--- src/rtl/crc_codeword_serializer.sv ---
// rtl/crc_codeword_serializer.sv - packs {msg, crc} into a left-aligned codeword and streams it MSB-first as bytes
module crc_codeword_serializer #(
    parameter int IFG    = 2,
    parameter int FCNT_W = 8
) (
    input  logic              clk,
    input  logic              rst,
    input  logic              load,
    input  logic [1:0]        kind,
    input  logic [19:0]       msg,
    input  logic [9:0]        crc,
    output logic              in_ready,
    output logic [7:0]        out_byte,
    output logic              out_valid,
    input  logic              out_ready,
    output logic              out_last,
    output logic              frame_done,
    output logic              err_kind,
    output logic [FCNT_W-1:0] frame_cnt
);

    localparam int GW = (IFG > 1) ? $clog2(IFG) : 1;

    typedef enum logic [1:0] {
        IDLE = 2'd0,
        SEND = 2'd1,
        GAP  = 2'd2
    } state_t;

    state_t        state;
    state_t        state_nxt;
    logic [31:0]   sr;
    logic [2:0]    remaining;
    logic [GW-1:0] gcnt;
    logic [31:0]   packed_cw;
    logic [2:0]    packed_n;

    // Codeword is MSB-aligned so the first byte on the wire is always sr[31:24].
    always_comb begin
        packed_cw = 32'h0;
        packed_n  = 3'd0;
        case (kind)
            2'd0: begin
                packed_cw = {msg[7:0], crc[3:0], 20'h0};
                packed_n  = 3'd2;
            end
            2'd1: begin
                packed_cw = {msg[15:0], crc[7:0], 8'h0};
                packed_n  = 3'd3;
            end
            2'd3: begin
                packed_cw = {msg[19:0], crc[9:0], 2'b00};
                packed_n  = 3'd4;
            end
            default: begin
                packed_cw = 32'h0;
                packed_n  = 3'd0;
            end
        endcase
    end

    always_comb begin
        state_nxt = state;
        in_ready  = 1'b0;
        out_valid = 1'b0;
        out_byte  = 8'h00;
        out_last  = 1'b0;
        case (state)
            IDLE: begin
                in_ready = 1'b1;
                if (load && kind != 2'd2) begin
                    state_nxt = SEND;
                end
            end
            SEND: begin
                out_valid = 1'b1;
                out_byte  = sr[31:24];
                out_last  = (remaining == 3'd1);
                if (out_ready && remaining == 3'd1) begin
                    state_nxt = (IFG > 0) ? GAP : IDLE;
                end
            end
            GAP: begin
                if (gcnt == GW'(IFG - 1)) begin
                    state_nxt = IDLE;
                end
            end
            default: begin
                state_nxt = IDLE;
            end
        endcase
    end

    always_ff @(posedge clk or negedge rst) begin
        if (!rst) begin
            state      <= IDLE;
            sr         <= 32'h0;
            remaining  <= 3'd0;
            gcnt       <= '0;
            frame_done <= 1'b0;
            err_kind   <= 1'b0;
            frame_cnt  <= '0;
        end else begin
            state      <= state_nxt;
            frame_done <= 1'b0;
            err_kind   <= 1'b0;
            case (state)
                IDLE: begin
                    if (load) begin
                        if (kind == 2'd2) begin
                            err_kind <= 1'b1;
                        end else begin
                            sr        <= packed_cw;
                            remaining <= packed_n;
                        end
                    end
                end
                SEND: begin
                    if (out_ready) begin
                        sr        <= {sr[23:0], 8'h00};
                        remaining <= remaining - 3'd1;
                        if (remaining == 3'd1) begin
                            frame_cnt  <= frame_cnt + FCNT_W'(1);
                            frame_done <= 1'b1;
                            gcnt       <= '0;
                        end
                    end
                end
                GAP: begin
                    gcnt <= gcnt + GW'(1);
                end
                default: begin
                    gcnt <= '0;
                end
            endcase
        end
    end

endmodule

--- config.mk ---
export PLATFORM = sky130hd
export DESIGN_NAME = crc_codeword_serializer
export DESIGN_NICKNAME = d
export VERILOG_FILES = /design/src/rtl/crc_codeword_serializer.sv
export SDC_FILE = /design/constraint.sdc
export NUM_CORES = 1
export LEC_CHECK = 0
export CORE_ASPECT_RATIO = 1.4
export CORE_MARGIN = 10
export CORE_UTILIZATION = 28
export DETAILED_ROUTE_END_ITERATION = 8
export SETUP_SLACK_MARGIN = 0.05
export SLEW_MARGIN = 0
export SYNTH_ARGS = -nofsm -noshare
export SYNTH_HDL_FRONTEND = slang
export SYNTH_SLANG_ARGS = --single-unit
--- constraint.sdc ---
create_clock -name clk -period 2.3 [get_ports clk]
set_input_delay 0.46 -clock clk [delete_from_list [all_inputs] [get_ports clk]]
set_output_delay 0.46 -clock clk [all_outputs]
set_load 0.005 [all_outputs]
Yosys cells after proc, flatten, opt, wreduce, memory -nomap -nowiden. Cells that the tools add are included.

Bits in registers: 48. Bits of input ports: 36. Output and inout port bits: 21. Word-level logic and storage cells: 61.

$add $sub $neg: 3. Equality and inequality tests: 14. Muxes and demuxes: 27. Bitwise gates (word level): 1. Reductions and logical operators: 9.

Operator list (count): 32-bit 2-to-1 mux (3); 32-bit case mux with 3 select lines (1); 32-bit case mux with 2 select lines (1); 2-bit inequality test, second input constant (8); 1-bit 2-to-1 mux (11); 3-bit 2-to-1 mux (3); 3-bit case mux with 3 select lines (1); 3-bit AND reduction (3); 8-bit by 1-bit adder with 8-bit output, second input constant (1); 8-bit 2-to-1 mux (1); 2-bit equality test, second input constant (3); 2-bit 2-to-1 mux (3); 2-bit case mux with 3 select lines (1); 3-bit case mux with 2 select lines (1); 2-bit by 1-bit equality test with 1-bit output, second input constant (2); 2-bit logical NOT (2); 4-bit AND reduction (1); 3-bit by 1-bit equality test with 1-bit output, second input constant (1); 1-bit case mux with 3 select lines (1); 3-bit by 1-bit subtractor with 3-bit output, second input constant (1); 1-bit logical AND (2); 2-bit nonzero test (1); 1-bit adder, second input constant (1); 1-bit NOT (1).

Longest topological paths before layout.
Word-level depth: 5. Depth in mapped cells: 8. Mapped depth without buffers: 6.

Worst setup path after synthesis. No wires, ideal clock.

Path type: register -> output. From: register state[0]. To: output out_byte[0]. Data arrival time: 1.070 ns. Required time: 1.840 ns. Setup slack: 0.770 ns. Stages on the path, launching flop included: 7. Buffers on the path: 3. Path through: dfrtp_1 -> buf_6 -> nand2b_4 -> buf_8 -> inv_4 -> buf_2 -> and2_1.

Longest elaborated chain between the ends: 2.

Ends and longest elaborated chain: start, declared (line 30) `state_t state;`; start signal, assigned (line 104) `state <= state_nxt;`; 2-bit by 1-bit equality test with 1-bit output (line 68) `case (state)`; 8-bit 2-to-1 mux (line 68); end, declared (line 13) `output logic [7:0] out_byte,`.

No other way between the ends.

Worst setup path in the final report.
From: register remaining[1]. To: output out_last.

Longest elaborated chain between the ends: 2.

Ends and longest elaborated chain: start, declared (line 33) `logic [2:0] remaining;`; start signal, assigned (line 114) `remaining <= packed_n;`; start signal, assigned (line 121) `remaining <= remaining - 3'd1;`; 3-bit by 1-bit equality test with 1-bit output (line 78) `out_last = (remaining == 3'd1);`; 1-bit 2-to-1 mux (line 68); end, declared (line 16) `output logic out_last,`.

No other way between the ends.

==> flow_summary.yaml <==
status:
  status: "complete, no violations"
synth:
  synth-edff-count: 0
  synth_warnings: 0
  synth_cell_types: 44
  netlist_instances: 263
  synth_async_sr_flop_share: 1.000
  ys_seq_area_frac: 0.4323
  synth_flop_cell: "dfrtp_1"
  synth_nets: 302
  synth-seq-cells: 46
  avgSynthCellArea_um2: 10.12
  synth_area_mm2: 0.002663
timing:
  fin_crit_ns: 2.128
  finalSetupViolCount: 0
  tightest_slew_ns: 0.6050
  slew_headroom: 0.5967
  finalHoldViolCount: 0
  slew_violations: 0
  min_period_over_period: 0.9253
  fin_skew_ns: 0.006269
  grt_setup_unrepaired: "no"
  setup_tns_ns: 0
  max_freq_mhz: 469.9
cts:
  clockRootBuffer: "clkbuf_16"
  clkSlewWorstSetupHoldPaths_ns: 0.06
  worstSkewPairLatency_ns: 0.29
  cts-hold-fix-buffers: 0
  clockBufferDepth: 2
  htreeDepth: 2
  numCtsBuffers: 5
  cts_tree: "built"
  cts_sinks: 46
detailed_routing:
  vias: 2209
  dr.pass1.iters: 4
  drtIter0Drc: 157
  ant_nets: 0
  remaining_drc_errors: 0
  drt-total-wl_um: 7179
  via_per_inst: 5.185
  wl_per_cell_um: 16.85
power:
  ir_drop_v: 0.0003864
  clockPowerShare: 0.178
  power.internal_mw: 2.498
  powerDensity_mw_per_mm2: 1131
  pwr-share-seq: 0.325
  p_total_mw: 3.961
  swShare: 0.3693
  pwr-share-comb: 0.497
  p_leak_nw: 1.408
  p_sw_mw: 1.463
setup_path:
  cp.arrival_ns: 1.67
  path_max_fanout: 3
  cp-end-kind: "primary output"
  crit_path_start_kind: "flip-flop"
  worstPathRequired_ns: 1.84
  crit_type: "reg2out"
global_routing:
  antenna_found_initial: 0
  overflow: 0
  grt.total_usage: 0.1070
  grt_pass1_wl_um: 11850
  grt_max_degree: 47
  grt_pass1_vias: 2279
floorplanning:
  die_h_um: 135.4
  dieWidth_um: 102.4
  die_area_mm2: 0.01386
  start_util: 0.2846
  num_rows: 42
  core_mm2: 0.009354
  ioPinCount: 57
layout:
  area_growth_pct: 31.58
  antennaDiodeCount: 0
  final_util: 0.3745
  fillers: 953
  multi_input_area_mm2: 0.001353
  drive_above_1_share: 0.1614
  regArea_mm2: 0.001151
  layout.nets: 354
placement:
  place_congestion: 0.7593
  portBuffers: 56
  hpwl_um: 5142
min_path:
  hp-class: "in2async"
run:
  maxCapViolCount: 0
==> area by class of cell <==
cell class	count	share of cell area
repair buffers	68	0.1950
inverters	4	0.007857
well taps	110	0.03929
flip-flops and latches	46	0.3286
repair inverters	1	0.002500
clock buffers	6	0.03679
multi-input cells	189	0.3861
clock inverters	2	0.003929
==> logic make-up (layout without fill, tap and decap cells) <==
group / after synthesis / count (layout) / synth area share
simple gates: 58 / 58 / 0.1208
xor+xnor: 8 / 8 / 0.02632
flops: 46 / 46 / 0.4323
mux: 19 / 19 / 0.07895
fa+ha+maj: 3 / 3 / 0.01410
buf+inv: 28 / 81 / 0.05968
compound gates: 101 / 101 / 0.2679
==> through the flow <==
step	cell area, µm²	worst slack [ns]	instances	hold slack [ns]
after floorplan	2663	0.7704	263	0.1644
after global placement	3327	0.2135	415	0.4686
after detailed placement	3327	0.1832	415	0.4713
after CTS	3503	0.1255	426	0.2798
after global routing	3503	0.07530	426	0.3129
final	3503	0.1719	426	0.2587
==> Yosys cell counts (10+ instances only) <==
master     number  area share
buf_2          11       0.021
a22oi_1        11       0.031
a21oi_1        12       0.023
nand2_1        20       0.028
dfrtp_1        46        0.43
a211oi_1       12       0.034
a2bb2oi_1      12       0.039
o21ai_1        12       0.023
mux2_2         12       0.051
o21ai_0        18       0.034
o21ai_2        10       0.033
==> flip-flops by register name, summed over array words and instances (netlist names) <==
signal and count:
err_kind 1, frame_cnt 8, frame_done 1, gcnt 1, remaining 3, sr 30
state 2
==> worst paths after layout <==
kind | start | end | slack (ns) | cells after the start
hold reg to reg | frame_cnt[7]$_DFFE_PN0P_ | frame_cnt[7]$_DFFE_PN0P_ | 0.49 | 1
min in group clk | frame_cnt[7]$_DFFE_PN0P_ | frame_cnt[7]$_DFFE_PN0P_ | 0.49 | 1
setup / recovery | remaining[1]$_DFFE_PN0P_ | out_last | 0.17 | 5
setup reg to reg | state[0]$_DFFE_PN0P_ | sr[9]$_DFFE_PN0P_ | 0.61 | 6
max in group asynchronous | rst | sr[30]$_DFFE_PN0P_ | 1.62 | 2
hold / removal | rst | frame_cnt[1]$_DFFE_PN0P_ | 0.26 | 2
==> cells in the final DEF, fill, tap and decap left out, types with 2 or more instances in the layout <==
cell	instances
mux2i_1	3
buf_12	3
and2_1	8
o21ai_1	12
nor2_1	7
a22oi_1	11
and3_1	2
mux2_1	4
o21ai_2	10
nand2_1	20
mux2_2	12
ha_1	3
buf_4	9
dfrtp_1	46
xor2_1	2
nand2b_1	3
xnor2_1	6
clkdlybuf4s50_1	55
a211oi_1	12
clkbuf_16	5
inv_1	3
nand4_1	3
o31ai_1	3
nand3b_1	2
nand3_1	3
a21oi_1	12
nor2_2	2
o21ai_0	18
a221o_1	8
a2bb2oi_1	12
==> power by group through the flow <==
stage / Sequential (mW) / Clock (mW) / Combinational [mW]
2_1_floorplan: 1.26 / 0 / 1.30
3_3_place_gp: 1.29 / 0 / 1.88
3_5_place_dp: 1.30 / 0 / 1.91
4_1_cts: 1.29 / 0.736 / 2.01
5_1_grt: 1.32 / 0.755 / 2.17
6_report: 1.29 / 0.704 / 1.97
==> what timing repair did <==
| item | CTS | global route |
|---|---|---|
| endpoints found under the setup margin | 8 | 0 |
| resized for setup | 3 | 0 |
| setup buffers | 2 | 0 |
==> worst max-delay path, cell delays in order (launching register included) <==
cell	delay [ns]
dfrtp_1	0.36
inv_1	0.09
ha_1	0.18
nand2b_1	0.11
nor2_1	0.12
clkdlybuf4s50_1	0.51
==> metal layers <==
layer,track usage,vias to the layer above,routed length (µm)
met5,0,-,0
met4,0.03774,0,101
met3,0.02809,6,464
met2,0.1717,62,3630
met1,0.1344,1063,2982
li1,-,1078,-
Note: power is estimated with default switching activity, not from simulation.
==> RTL edit, RTL diff (same settings) <==
Re-encode `state_t` (3 states) as one-hot, 3 bits wide.
--- a/src/rtl/crc_codeword_serializer.sv
+++ b/src/rtl/crc_codeword_serializer.sv
@@ -21,10 +21,10 @@
 
     localparam int GW = (IFG > 1) ? $clog2(IFG) : 1;
 
-    typedef enum logic [1:0] {
-        IDLE = 2'd0,
-        SEND = 2'd1,
-        GAP  = 2'd2
+    typedef enum logic [2:0] {
+        IDLE = 3'b001,
+        SEND = 3'b010,
+        GAP  = 3'b100
     } state_t;
 
     state_t        state;
Function: same outputs for any inputs over 10 cycles, from zero or initial values and one cycle with rst low; not proved beyond that.
==> RTL edit against the original RTL <==
Sequential cell count is 1 higher. Synthesized area is 6.0% lower. Final area is 2.8% lower. First-iteration DRC count is 9.6% higher. Power is 14% lower. Wire length is 2.0% lower. Die area is 5.0% lower. Setup slack worse by 0.0047 ns. Critical path depth stayed put. Critical path type unchanged. Largest power group is now sequential cells.
==> RTL edit: results (changes against the original RTL) <==
* DR WL/cell at 16.3 um (was 16.9 um)
* Vias in the first global route at 2283 (was 2279)
* Met1 Use GR at 0.138 (was 0.134)
* Largest net degree at the start of global routing at 25 (was 47)
* Initial DRC Count at 172 (was 157)
* Area post-placement at 3220 um^2 (was 3330 um^2)
* Placement Setup Slack at 0.000369 ns (was 0.183 ns)
* 1st-pass router iterations at 8 (was 4)
* Drt total wl at 7030 um (was 7180 um)
* Number of cells upsized or downsized after cts at 9 (was 3)
* Worst Setup SP: state[2] (was remaining[1])
* Fin Hold WS at 0.153 ns (was 0.259 ns)
* Crit-path max cell delay at 0.41 ns (was 0.51 ns)
* Final WS setup at 0.167 ns (was 0.172 ns)
* Max Clock Skew at 0.00540 ns (was 0.00627 ns)
* GRT Overall Usage at 0.107 (about the same)
* Filler cell count at 880 (was 953)
* First-pass GRT wire length at 11900 um (about the same)
* Peak VDD IR at 0.411 mV (was 0.386 mV)
* Hpwl dp at 5320 um (was 5140 um)
* Mapped Nets at 300 (was 302)
* R2r worst-path depth at 7 (was 6)
* Post-CTS Setup Bufs at 3 (was 2)
* Placed Cells at 420 (was 415)
* Nets at 364 (was 354)
* Outcome: finished, final reports clean (unchanged)
-- RTL edit: cell types whose count changed in the layout (fill, tap and decap cells not counted), moves of 11 or more --
cell and change:
clkdlybuf4s50_1 -11, a211oi_1 -12, nand3_1 +16, mux2_2 -11
o21ai_1 -12, a22oi_1 -11, nor2_1 +38, a2bb2oi_1 -12
-- RTL edit: power groups by stage --
stage               Clock [mW]  Combinational (mW)  Sequential (mW)
floorplan                    0               0.819             1.31
global placement             0                1.24             1.35
detailed placement           0                1.26             1.36
CTS                      0.815                1.28             1.34
global route             0.853                1.44             1.38
finish                   0.799                1.28             1.34
-- RTL edit: final cells by class --
class / instances / area [um^2] / area share
multi-input cells: 189 / 1200 / 0.352
clock inverters: 1 / 30.0 / 0.00882
clock buffers: 7 / 133 / 0.0389
inverters: 7 / 26.3 / 0.00771
well taps: 105 / 131 / 0.0386
repair buffers: 75 / 708 / 0.208
flip-flops and latches: 47 / 1180 / 0.346
-- RTL edit: cell families (layout without fill, tap and decap cells) --
| group | count (synthesis) | after routing | synth area share |
|---|---|---|---|
| flip-flops | 47 | 47 | 0.470 |
| buffers and inverters | 25 | 90 | 0.0505 |
| AO/OA/AOI/OAI | 58 | 58 | 0.178 |
| adder cells (fa/ha/maj) | 3 | 3 | 0.0150 |
| XOR/XNOR | 8 | 8 | 0.0280 |
| multiplexers | 13 | 13 | 0.0525 |
| AND/OR/NAND/NOR | 107 | 107 | 0.205 |
-- RTL edit: per-layer routing --
metal	wire, um	vias up	share of wire
li1	-	1074	-
met1	3140	1099	0.45
met2	3470	51	0.49
met3	303	7	0.043
met4	119	0	0.017
met5	0	-	0
-- RTL edit: critical path: cells and delay by family, from the launching register on --
kind,cells,cell delay (ns)
AND/OR/NAND/NOR,2,0.57
buffers and inverters,3,0.45
flip-flops,1,0.37
